[src/rtl/rng_sched.sv]
// Round-robin scheduler that shares one external LFSR between NREQ requesters.
// Optional grant counter output is enabled by defining RNG_SCHED_STATS_EN.
module rng_sched #(
  parameter int          NREQ   = 4,
  parameter int          N      = 32,
  parameter logic [N-1:0] SEED  = {{(N-1){1'b0}}, 1'b1},
  parameter int          WARMUP = 16
) (
  input  logic            clk,
  input  logic            reset,
  input  logic [NREQ-1:0] req,
  output logic [NREQ-1:0] gnt,
  output logic [N-1:0]    rnd_data,
  output logic            rnd_valid,
  input  logic [N-1:0]    seed_in,
  input  logic            seed_load,
  output logic            lfsr_load,
  output logic [N-1:0]    lfsr_seed,
  output logic            lfsr_en,
  input  logic [N-1:0]    lfsr_q,
`ifdef RNG_SCHED_STATS_EN
  output logic            busy,
  output logic [15:0]     grant_cnt
`else
  output logic            busy
`endif
);

  localparam int PW = (NREQ > 1) ? $clog2(NREQ) : 1;

  typedef enum logic [2:0] {LOAD, WARM, IDLE, STEP, DELIVER} state_t;

  state_t          state, state_nx;
  logic [PW-1:0]   ptr;
  logic [PW-1:0]   win;
  logic [PW-1:0]   pick;
  logic [N-1:0]    pend;
  logic [N-1:0]    data_hold;
  logic [7:0]      wcnt;
  logic            take_req;

  // Rotate the request vector so the search always begins at ptr.
  function automatic logic [PW-1:0] rr_pick(input logic [NREQ-1:0] r,
                                            input logic [PW-1:0]   p);
    logic [2*NREQ-1:0] rot;
    logic [PW-1:0]     w;
    logic              found;
    rot   = {r, r} >> p;
    w     = p;
    found = 1'b0;
    for (int k = 0; k < NREQ; k++) begin
      if (!found && rot[k]) begin
        w     = PW'((int'(p) + k) % NREQ);
        found = 1'b1;
      end
    end
    return w;
  endfunction

  function automatic logic [PW-1:0] rr_next(input logic [PW-1:0] w);
    return PW'((int'(w) + 1) % NREQ);
  endfunction

  assign pick     = rr_pick(req, ptr);
  assign take_req = (state == IDLE) && !seed_load && (|req);

  always_comb begin
    state_nx = state;
    case (state)
      LOAD:    state_nx = WARM;
      WARM:    if (wcnt == 8'd1) state_nx = IDLE;
      IDLE: begin
        if (seed_load)  state_nx = LOAD;
        else if (|req)  state_nx = STEP;
      end
      STEP:    state_nx = DELIVER;
      DELIVER: state_nx = IDLE;
      default: state_nx = LOAD;
    endcase
  end

  always_ff @(posedge clk or posedge reset) begin
    if (reset) begin
      state     <= LOAD;
      ptr       <= '0;
      win       <= '0;
      pend      <= SEED;
      wcnt      <= 8'(WARMUP);
      data_hold <= '0;
    end else begin
      state <= state_nx;
      if (state == LOAD)
        wcnt <= 8'(WARMUP);
      else if (state == WARM)
        wcnt <= wcnt - 8'd1;
      if (state == IDLE && seed_load)
        pend <= (seed_in == '0) ? SEED : seed_in;
      // Winner is frozen here so a request dropped during STEP is still served.
      if (take_req) begin
        win <= pick;
        ptr <= rr_next(pick);
      end
      if (state == DELIVER)
        data_hold <= lfsr_q;
    end
  end

  // The load strobe is masked while reset is held so it only fires on release.
  assign lfsr_load = (state == LOAD) && !reset;
  assign lfsr_seed = pend;
  assign lfsr_en   = (state == WARM) || (state == STEP);
  assign busy      = (state != IDLE);
  assign rnd_valid = (state == DELIVER);
  assign gnt       = (state == DELIVER) ? (NREQ'(1) << win) : '0;
  assign rnd_data  = (state == DELIVER) ? lfsr_q : data_hold;

`ifdef RNG_SCHED_STATS_EN
  always_ff @(posedge clk or posedge reset) begin
    if (reset)
      grant_cnt <= '0;
    else if (state == LOAD)
      grant_cnt <= '0;
    else if (state == DELIVER && grant_cnt != 16'hFFFF)
      grant_cnt <= grant_cnt + 16'd1;
  end
`endif

endmodule
[config.mk]
export PLATFORM = sky130hd
export DESIGN_NAME = rng_sched
export DESIGN_NICKNAME = d
export VERILOG_FILES = /design/src/rtl/rng_sched.sv
export SDC_FILE = /design/constraint.sdc
export NUM_CORES = 1
export LEC_CHECK = 0
export ABC_AREA = 1
export BUFFER_PORTS_ARGS = -buffer_cell sky130_fd_sc_hd__buf_4
export CAP_MARGIN = 40
export CORE_ASPECT_RATIO = 0.75
export CORE_MARGIN = 10
export CORE_UTILIZATION = 40
export CTS_CLUSTER_SIZE = 8
export DETAILED_ROUTE_END_ITERATION = 8
export GPL_ROUTABILITY_DRIVEN = 0
export HOLD_SLACK_MARGIN = 0.03
export PLACE_DENSITY = 0.74
export SYNTH_ARGS = -nofsm -noshare
export SYNTH_HDL_FRONTEND = slang
export SYNTH_SLANG_ARGS = --single-unit
export TNS_END_PERCENT = 50
[constraint.sdc]
create_clock -name clk -period 3.3 [get_ports clk]
set_input_delay 0.495 -clock clk [delete_from_list [all_inputs] [get_ports clk]]
set_output_delay 0.495 -clock clk [all_outputs]
set_load 0.01 [all_outputs]
Word level (Yosys, flattened, before mapping)
Index checks and enable logic that the tools add are counted.
- register bits after elaboration: 79
- input port bits: 71
- add/subtract/negate cells: 5
- equal/unequal tests: 8
- shifts and indexed selects: 2
- muxes and demuxes: 15
- reductions and logical operators: 18
- operators by type and width (kind ; number):
    $mux W32 ; 2
    $logic_not A32 Y1 ; 1
    $mux W8 ; 2
    $pmux W3 S5 ; 1
    $mux W3 ; 3
    $eq A8 B1 Y1 const B ; 1
    $shr A8 B2 Y4 ; 1
    $sub A8 B1 Y8 const B ; 1
    $logic_and A1 B1 Y1 ; 7
    $eq A3 B2 Y1 const B ; 2
    $mux W2 ; 3
    $ne A3 B2 Y1 const B ; 2
    $logic_not A1 Y1 ; 5
    $add A2 B1 Y2 const B ; 2
    $add A2 B2 Y2 const B ; 2
    $mux W4 ; 1
    $reduce_or A4 Y1 ; 1
    $shl A1 B2 Y4 const A ; 1
    $eq A3 B1 Y1 const B ; 1
    $eq A3 B3 Y1 const B ; 1
    $logic_not A3 Y1 ; 1
    $mux W1 ; 3
    $ne A2 B2 Y1 const B ; 1
    $reduce_and A2 Y1 ; 1
    other kinds (2) ; 2

Longest topological paths before layout
Gate-level depths: netlist of the first run.
- depth in word-level cells: 12
- gate-level depth with buffers: 15
- gate-level depth less buffers: 14

Worst setup path before layout of the first run
No wires, ideal clock.
- kind: reg-to-output
- start: register state[1]
- end: output gnt[0]
- arrival time: 1.309 ns
- required time: 2.805 ns
- path slack: 1.496 ns
- cell stages (with the launch flop): 7
- path buffers: 1
- path through: dfrtp_1 > nor2_1 > inv_1 > nor2_2 > inv_2 > clkbuf_1 > nor3_1
- word-level cells in the longest chain between the ends: 2
- ends and longest elaborated chain (element ; line ; source):
    from (decl) ; 33 ; state_t state, state_nx;
    from (signal assigned) ; 91 ; state <= state_nx;
    $eq A3 B3 Y1 ; 114 ; assign gnt = (state == DELIVER) ? (NREQ'(1) << win) : '0;
    $mux W4 ; 114 ;
    to (decl) ; 12 ; output logic [NREQ-1:0] gnt,
Every way passes these cells.

Worst setup path in the final report of the first run
- start: register state[2]
- end: output rnd_data[16]
- word-level cells in the longest chain between the ends: 2
- ends and longest elaborated chain (element ; line ; source):
    $eq A3 B3 Y1 ; 115 ; assign rnd_data = (state == DELIVER) ? lfsr_q : data_hold;
    $mux W32 ; -- ;
    to (decl) ; 13 ; output logic [N-1:0] rnd_data,
Every way passes these cells.

==> results of run 1 <==
## worst max-delay path: stages (launching register included)
cell and delay [ns]:
dfrtp_1 0.41, inv_1 0.12, nor2_2 0.06, inv_2 0.42
nand2_1 0.12, nand2_1 0.11, buf_4 0.13
## per-layer routing
layer  wire length (um)  up-vias  track usage [%]
met3               1250       10             8.61
li1                   -     1644                -
met2               4300      130             22.7
met5                  0        -                0
met4                121        0             4.62
met1               4300     1457             18.0
## cell families (layout without fill, tap and decap cells)
kind of cell	count (synthesis)	count (layout)	synth area share, %
adders and majority gates	2	2	0.705
and+or+nand+nor	240	240	28.8
buffers and inverters	68	213	8.04
DFF	79	79	55.8
AOI/OAI and AO/OA	45	45	6.70
## state kept, by name, summed over array words and instances (netlist names)
signal     cells
ptr            2
win            2
data_hold     32
state          3
lfsr_seed     32
wcnt           8
## power by group
group          internal (mW)  switching, mW  leakage [nW]
registers               1.43          0.245         0.972
clock network          0.514          0.351         0.127
logic                  0.939           1.21          1.65
## final cells by class
type / count / area, um2 / share of cell area (%)
Sequential cell: 79 / 1980 / 39.8
Multi-Input combinational cell: 287 / 1280 / 25.9
Timing Repair Buffer: 146 / 1110 / 22.3
Clock buffer: 11 / 243 / 4.88
Inverter: 54 / 209 / 4.20
Tap cell: 108 / 135 / 2.72
Clock inverter: 2 / 10.0 / 0.201
## cells in the final DEF (no fill, tap or decap), types with 2 or more instances in the layout
master     netlist  final
o21ai_0         32     32
nand2_2          5      5
dfrtp_1         77     77
dfstp_2          2      2
nor2_2           2      2
inv_1           50     49
a31oi_1          2      2
buf_4            0    145
clkbuf_16        0      9
nor3_1          11     11
clkinv_2         0      3
nor2_4           2      2
a21oi_1          6      6
nand4_1          9      9
ha_1             2      2
inv_2            3      3
nand3_1         14     14
nand2_1        175    175
nor2_1          15     15
nand3_2          3      3
## worst max-delay path by stage
stage,startpoint,end,cells past startpoint,slack (ns)
6_report,state[2],rnd_data[16],6,1.09
4_1_cts,state[2],rnd_data[29],6,1.04
2_1_floorplan,reset,data_hold[0],1,0.78
5_1_grt,state[2],rnd_data[16],6,0.90
3_5_place_dp,state[2],rnd_data[29],6,1.41
3_3_place_gp,state[1],rnd_data[1],7,1.45
## stage by stage
step	hold WS (ns)	power, mW	cells	worst slack, ns
global placement	0.453	3.78	673	1.45
CTS	0.119	4.76	687	1.04
floorplan	0.456	2.83	434	0.785
global route	0.132	5.08	687	0.901
finish	0.126	4.69	687	1.09
detailed placement	0.456	3.87	674	1.41
==> metrics.cfg, run 1 <==
[pwr]
power_leakage_nw=2.75
pwr_density_cell_nw_per_um2=944
vdd_drop_max_mv=0.409

[flow_run]
maxCapViolations=0

[sta]
setup_violations=0
fmaxAchievable_ghz=0.452
worst_pin_slew_ns=0.777
final.setup_skew_ns=0.00706
rsz0062_at_grt=false
max-slew-margin-rel_pct=48.1
fin_tns_setup_ns=0
min_period_ns=2.21
slew_violations=0
finalCritPeriodShare_pct=67.1
hold_viol=0

[clocking]
clk_latency_ns=0.33
cts_tree=yes
cts.sinks=79
clkTransAtPathRegs_ns=0.06
cts_hold_buf=0
postCtsSetupBuffers=0
cts-root-buf=clkbuf_16
htree_levels=3
ctsResizeCount=0
cts_buffer_depth=2
cts_buffers=9

[synthesis]
synth_top_flop_cell=dfrtp_1
yosysSeqAreaShare_pct=55.8
yosys.cell_types.count=30
synth_commonest_cells=nand2_1, dfrtp_1, inv_1
syn_area_per_cell_um2=8.18
synth_edf_count=0
ys_seq_elements=79
syn-num-nets=507
synth_area_um2=3550
synth.largest_area_cell=dfrtp_1
synth_warnings=0
async_flop_share_pct=100
netlist_instances=434
yosysTopAreaCellShare_pct=54.3
synthTopCellsByArea=dfrtp_1, nand2_1, inv_1
yosysMostFrequentCell=nand2_1

[layout]
final_cell_area_um2=4970
layout.nets=650
utilization_pct=58.0
fillers=768
diodes=0
drive_gt1_share_pct=30.9
synthToLayoutAreaGrowth_pct=40.0

[setup_path]
worstSetupEndpointType=output port
worst-r2r-cell-count=11
critPathKind=flip-flop to output port
rrSetupSlack_ns=1.56
start_kind=flip-flop
worstPathMaxFanout=36
reg2reg_from=ptr[0]
worst-endpoint-required_ns=2.80
reg2reg_to=ptr[1]
crit_arrival_ns=1.72

[global_route]
grt_use_total_pct=15.1
grt_max_degree=59
grt_pass1_vias=3234
gr-total-overflow=0
grt_pass1_wl_um=15900
antenna_found_initial=0

[routing]
drt_iter0_drc=262
via_count=3241
antenna_left=0
drc=0
finalWirelength_um=9960
drtPass1Iterations=4
wl_per_cell_um=14.5
via_per_inst=4.72

[placed_design]
dp_hpwl_um=7720
numPortBuffers=142
placed_area_um2=4720

[floorplanning]
coreArea_um2=8560
die_w_um=129
die_y_um=102
io_pins=143
die_area_um2=13100
rows=29
start_util_pct=41.5

[run_status]
status=finished, final reports clean

[min_path]
min_path_type=input pin to async pin

Note: power is estimated with default switching activity, not from simulation.
==> run 2, diff against run 1 <==
--- a/config.mk
+++ b/config.mk
@@ -5,7 +5,7 @@
 export SDC_FILE = /design/constraint.sdc
 export NUM_CORES = 1
 export LEC_CHECK = 0
-export ABC_AREA = 1
+export ABC_AREA = 0
 export BUFFER_PORTS_ARGS = -buffer_cell sky130_fd_sc_hd__buf_4
 export CAP_MARGIN = 40
 export CORE_ASPECT_RATIO = 0.75
@@ -15,7 +15,7 @@
 export DETAILED_ROUTE_END_ITERATION = 8
 export GPL_ROUTABILITY_DRIVEN = 0
 export HOLD_SLACK_MARGIN = 0.03
-export PLACE_DENSITY = 0.74
+export PLACE_DENSITY = 0.77
 export SYNTH_ARGS = -nofsm -noshare
 export SYNTH_HDL_FRONTEND = slang
 export SYNTH_SLANG_ARGS = --single-unit
==> constraint.sdc (replaced) <==
create_clock -name clk -period 2.02 [get_ports clk]
set_input_delay 0.303 -clock clk [delete_from_list [all_inputs] [get_ports clk]]
set_output_delay 0.303 -clock clk [all_outputs]
set_load 0.01 [all_outputs]
==> run 2 against run 1 <==
The run now ends with negative setup slack left. Sequential power grew 64%. First-iteration DRC count shrank 37%. Flip-flop and latch count did not move. Critical path depth decreased by 1. Clock power grew 92%. Die area decreased by 3.9%. Worst setup slack lost 1.2 ns. Final cell count down 25%. Sequential share of layout area shrank 2.2 points. Critical endpoint is now rnd_data[29]. Largest cell class unchanged. Largest power group unchanged.
==> metrics.cfg, run 2 <==
[routing]
drtPass1Iterations=4
drt_iter0_drc=165
via_per_inst=5.06
drc=0
antenna_left=0
via_count=2623
finalWirelength_um=10200
wl_per_cell_um=19.8

[synthesis]
synth_commonest_cells=dfrtp_1, mux2_2, nor2_1
ys_seq_elements=79
syn-num-nets=319
async_flop_share_pct=100
synth_edf_count=0
yosysTopAreaCellShare_pct=57.0
synth_top_flop_cell=dfrtp_1
netlist_instances=246
yosys.cell_types.count=40
yosysMostFrequentCell=dfrtp_1
synth.largest_area_cell=dfrtp_1
yosysSeqAreaShare_pct=58.5
syn_area_per_cell_um2=13.8
synth_warnings=0
synthTopCellsByArea=dfrtp_1, mux2_2, nor4_1
synth_area_um2=3380

[global_route]
antenna_found_initial=0
grt_pass1_vias=2829
grt_pass1_wl_um=14800
gr-total-overflow=0
grt_max_degree=46
grt_use_total_pct=14.7

[sta]
fin_tns_setup_ns=-1.58
setup_violations=34
fin_ws_ns=-0.0936
slew_violations=0
finalCritPeriodShare_pct=105
final.setup_skew_ns=0.0119
fmaxAchievable_ghz=0.473
rsz0062_at_grt=true
max-slew-margin-rel_pct=61.1
worst_pin_slew_ns=0.579
min_period_ns=2.11
holdWs_ns=0.214
hold_viol=0

[clocking]
cts_buffer_depth=2
clkTransAtPathRegs_ns=0.06
htree_levels=3
cts_buffers=9
cts_tree=yes
clk_latency_ns=0.33
cts-root-buf=clkbuf_16
cts.sinks=79

[setup_path]
start_kind=flip-flop
worst-endpoint-required_ns=1.72
crit_arrival_ns=1.81
path_cells=nor3b_4, buf_6, buf_12, mux2_2, buf_4
critical_path.top_delay_family=buffers and inverters
worstPathMaxFanout=10
cpPeakStageDelay_ns=0.43
crit_path_top_delay_cell=dfrtp_2
critPathKind=flip-flop to output port
critPathBufInv=3
worstSetupEndpointType=output port

[layout]
diodes=0
regArea_um2=1980
layout.nets=481
multi_input_area_um2=1400
final_cell_mix=buf_4, dfrtp_1, mux2_2
drive_gt1_share_pct=62.2
synthToLayoutAreaGrowth_pct=56.0
final_common_cell=buf_4
fillers=650

[floorplanning]
io_pins=143
coreArea_um2=8060
die_w_um=126
die_y_um=99.6
rows=28
die_area_um2=12600
start_util_pct=42.0

[run_status]
failed_checks=negative setup slack
status=finished, violations left

[pwr]
vdd_drop_max_mv=0.818
power_leakage_nw=2.53
pwr_density_cell_nw_per_um2=1450
power_mw=7.67

[min_path]
min_path_type=input pin to flip-flop

[placed_design]
dp_hpwl_um=7150
numPortBuffers=142

[flow_run]
maxCapViolations=0

[run 2: cell count changes in the layout (fill, tap and decap cells not counted), sizes merged, moves of 6 or more]
cell | before | now
nor4 | 1 | 13
inv | 53 | 8
o21ai | 33 | 9
nor3 | 12 | 2
buf | 146 | 157
mux2 | 0 | 64
nand4 | 9 | 3
nand2 | 180 | 6
nand3 | 17 | 0
[run 2: kinds of logic after synthesis]
| group | Yosys count | share of synthesized area (%) |
|---|---|---|
| AO/OA/AOI/OAI | 23 | 4.40 |
| XOR/XNOR | 5 | 1.29 |
| adder cells (fa/ha/maj) | 2 | 0.740 |
| buffers and inverters | 17 | 3.18 |
| flip-flops | 79 | 58.5 |
| multiplexers | 65 | 21.6 |
| AND/OR/NAND/NOR | 55 | 10.3 |
[run 2: power breakdown]
| part | switching, mW | internal [mW] | total, mW | leakage [nW] |
|---|---|---|---|---|
| registers | 0.415 | 2.34 | 2.76 | 0.990 |
| logic | 1.36 | 1.89 | 3.25 | 1.39 |
| clock network | 0.660 | 1.00 | 1.66 | 0.147 |
| total | 2.44 | 5.24 | 7.67 | 2.53 |
[run 2: path summary, 6_finish.rpt]
| path | startpoint | to | slack, ns | cells past startpoint |
|---|---|---|---|---|
| max | state[0] | rnd_data[29] | -0.09 | 5 |
| min reg2reg | data_hold[30] | data_hold[30] | 0.50 | 1 |
| min in group asynchronous | reset | ptr[1] | 0.51 | 3 |
| max in group asynchronous | reset | state[2] | 0.91 | 4 |
| min | seed_in[1] | lfsr_seed[1] | 0.21 | 2 |
| max reg2reg | state[0] | lfsr_seed[25] | 0.15 | 5 |
[run 2: area by class of cell]
class,count,share of cell area (%)
Timing Repair Buffer,161,27.0
Tap cell,105,2.49
Clock inverter,5,1.21
Inverter,7,0.569
Clock buffer,11,4.60
Sequential cell,79,37.6
Multi-Input combinational cell,150,26.6
[run 2: repair_timing]
| action | in CTS | in global routing |
|---|---|---|
| buffers inserted | 5 | 1 |
| gates cloned | 1 | 4 |
| endpoints found under the setup margin | 36 | 64 |
| pin swaps | 1 | 1 |
| hold buffers | 1 | 0 |
| endpoints found under the hold margin | 12 | 0 |
| resized for setup | 5 | 52 |
[run 2: through the flow]
step           util, %  instances  worst slack (ns)  area, um2
6_report          65.5        518           -0.0936       5280
5_1_grt           65.5        518            -0.155       5280
4_1_cts           61.9        513           -0.0810       4990
3_5_place_dp      57.1        490             0.115       4600
3_3_place_gp      57.1        490             0.140       4600
2_1_floorplan        -        246             0.243       3390
[run 2: routing by layer]
metal  up-vias  GRT usage, %  wire length, um
li1       1215             -                -
met1      1290          16.0             4090
met2       108          24.2             5050
met3        10          7.64              970
met4         0          5.33              124
met5         -             0                0
==> run 3, diff against run 2 <==
--- a/config.mk
+++ b/config.mk
@@ -6,16 +6,17 @@
 export NUM_CORES = 1
 export LEC_CHECK = 0
 export ABC_AREA = 0
+export ABC_CLOCK_PERIOD_IN_PS = 2020
 export BUFFER_PORTS_ARGS = -buffer_cell sky130_fd_sc_hd__buf_4
 export CAP_MARGIN = 40
 export CORE_ASPECT_RATIO = 0.75
-export CORE_MARGIN = 10
-export CORE_UTILIZATION = 40
+export CORE_MARGIN = 4
+export CORE_UTILIZATION = 43
 export CTS_CLUSTER_SIZE = 8
 export DETAILED_ROUTE_END_ITERATION = 8
 export GPL_ROUTABILITY_DRIVEN = 0
 export HOLD_SLACK_MARGIN = 0.03
-export PLACE_DENSITY = 0.77
+export PLACE_DENSITY = 0.82
 export SYNTH_ARGS = -nofsm -noshare
 export SYNTH_HDL_FRONTEND = slang
 export SYNTH_SLANG_ARGS = --single-unit
==> run 3 against run 2 <==
The run still ends with negative setup slack left. Wire length is 12% lower. Non-clock buffer count is 1 higher. Combinational power is 2% lower. Count of clock-buffer cells in the layout is 1 lower. Cell area is 3.9% lower. Die area is 26% lower. Flip-flop and latch count stayed put.
==> metrics.cfg, run 3 (synthesized netlist as in run 2, its figures left out) <==
[sta]
rsz0062_at_grt=true
finalCritPeriodShare_pct=106
max-slew-margin-rel_pct=59.6
fin_tns_setup_ns=-3.10
fin_ws_ns=-0.124
final.setup_skew_ns=0.0141
slew_violations=0
fmaxAchievable_ghz=0.466
setup_violations=35
hold_viol=0
min_period_ns=2.14
worst_pin_slew_ns=0.601
holdWs_ns=0.205

[floorplanning]
die_w_um=110
start_util_pct=45.1
io_pins=143
die_y_um=84.8
rows=27
die_area_um2=9370
coreArea_um2=7500

[placed_design]
placedCellCount=487
numPortBuffers=142
dp_hpwl_um=6270

[setup_path]
cp.depth=5
rrSetupSlack_ns=0.14
worst-endpoint-required_ns=1.72
worstPathMaxFanout=15
reg2reg_to=lfsr_seed[30]
cpPeakStageDelay_ns=0.43
crit_end=rnd_data[28]
crit_path_top_delay_cell=dfrtp_2
critical_path.top_delay_family=buffers and inverters
critPathKind=flip-flop to output port
worst-r2r-cell-count=5
reg2reg_from=state[0]
worstSetupEndpointType=output port
crit_start=state[0]
start_kind=flip-flop
crit_arrival_ns=1.84
critPathBufInv=3
path_cells=nor3b_4, buf_6, buf_12, mux2_2, buf_4

[routing]
drtPass1Iterations=5
drt_iter0_drc=95
via_count=2655
finalWirelength_um=8970
wl_per_cell_um=17.5
drc=0
via_per_inst=5.17
antenna_left=0

[layout]
final_cells=514
final_cell_mix=buf_4, dfrtp_1, mux2_2
drive_gt1_share_pct=61.3
fillers=520
final_common_cell=buf_4
diodes=0
layout.nets=482
synthToLayoutAreaGrowth_pct=49.8

[clocking]
cts.sinks=79
cts_buffers=9
clk_latency_ns=0.34
htree_levels=3
cts_tree=yes
cts_buffer_depth=2
clkTransAtPathRegs_ns=0.08
cts-root-buf=clkbuf_8

[pwr]
power_mw=6.92
vdd_drop_max_mv=0.973
pwr_density_cell_nw_per_um2=1370
power_leakage_nw=2.46

[global_route]
gr-total-overflow=0
grt_pass1_wl_um=13500
grt_use_total_pct=17.4
grt_max_degree=38
grt_pass1_vias=2747
antenna_found_initial=0

[run_status]
failed_checks=negative setup slack
status=finished, violations left

[flow_run]
maxCapViolations=0

[min_path]
min_path_type=input pin to flip-flop

run 3: worst min-delay path by stage:
stage / from / endpoint / slack (ns) / cells past startpoint
after global placement: reset / state[2] / 0.35 / 2
after floorplan: seed_in[0] / lfsr_seed[0] / 0.45 / 2
final: seed_in[7] / lfsr_seed[7] / 0.20 / 2
after detailed placement: reset / state[1] / 0.35 / 2
after CTS: seed_in[7] / lfsr_seed[7] / 0.19 / 2
after global routing: seed_in[4] / lfsr_seed[4] / 0.18 / 2
run 3: stage by stage:
step	utilization (%)	setup WS, ns	instance area (um2)
6_report	67.6	-0.124	5070
3_5_place_dp	61.3	0.0924	4600
2_1_floorplan	-	0.243	3390
3_3_place_gp	61.3	0.167	4600
4_1_cts	64.6	-0.0933	4840
5_1_grt	67.6	-0.210	5070
run 3: final cells by class:
cell class                      instances  area (um2)  area share, %
Clock buffer                           10         128           2.52
Multi-Input combinational cell        150        1380           27.3
Timing Repair Buffer                  162        1390           27.4
Sequential cell                        79        1980           39.1
Tap cell                              101         126           2.49
Inverter                                7        30.0          0.592
Clock inverter                          5        35.0          0.691
run 3: routing by layer:
| metal | vias up | wire length, um | GRT usage [%] |
|---|---|---|---|
| li1 | 1217 | - | - |
| met1 | 1313 | 3600 | 20.5 |
| met2 | 114 | 4310 | 28.6 |
| met3 | 11 | 976 | 9.41 |
| met4 | 0 | 85 | 3.80 |
| met5 | - | 0 | 0 |
run 3: power breakdown:
part	switching (mW)	internal [mW]
Clock	0.548	0.442
Combinational	1.31	1.86
Sequential	0.422	2.34
run 3: repair_timing:
| item | in CTS | in global routing |
|---|---|---|
| setup endpoints to repair | 32 | 62 |
| hold buffers | 1 | 0 |
| pin swaps | 1 | 1 |
| resized for setup | 5 | 43 |
| gates cloned | 1 | 3 |
| hold endpoints to repair | 16 | 0 |
| setup buffers | 4 | 4 |
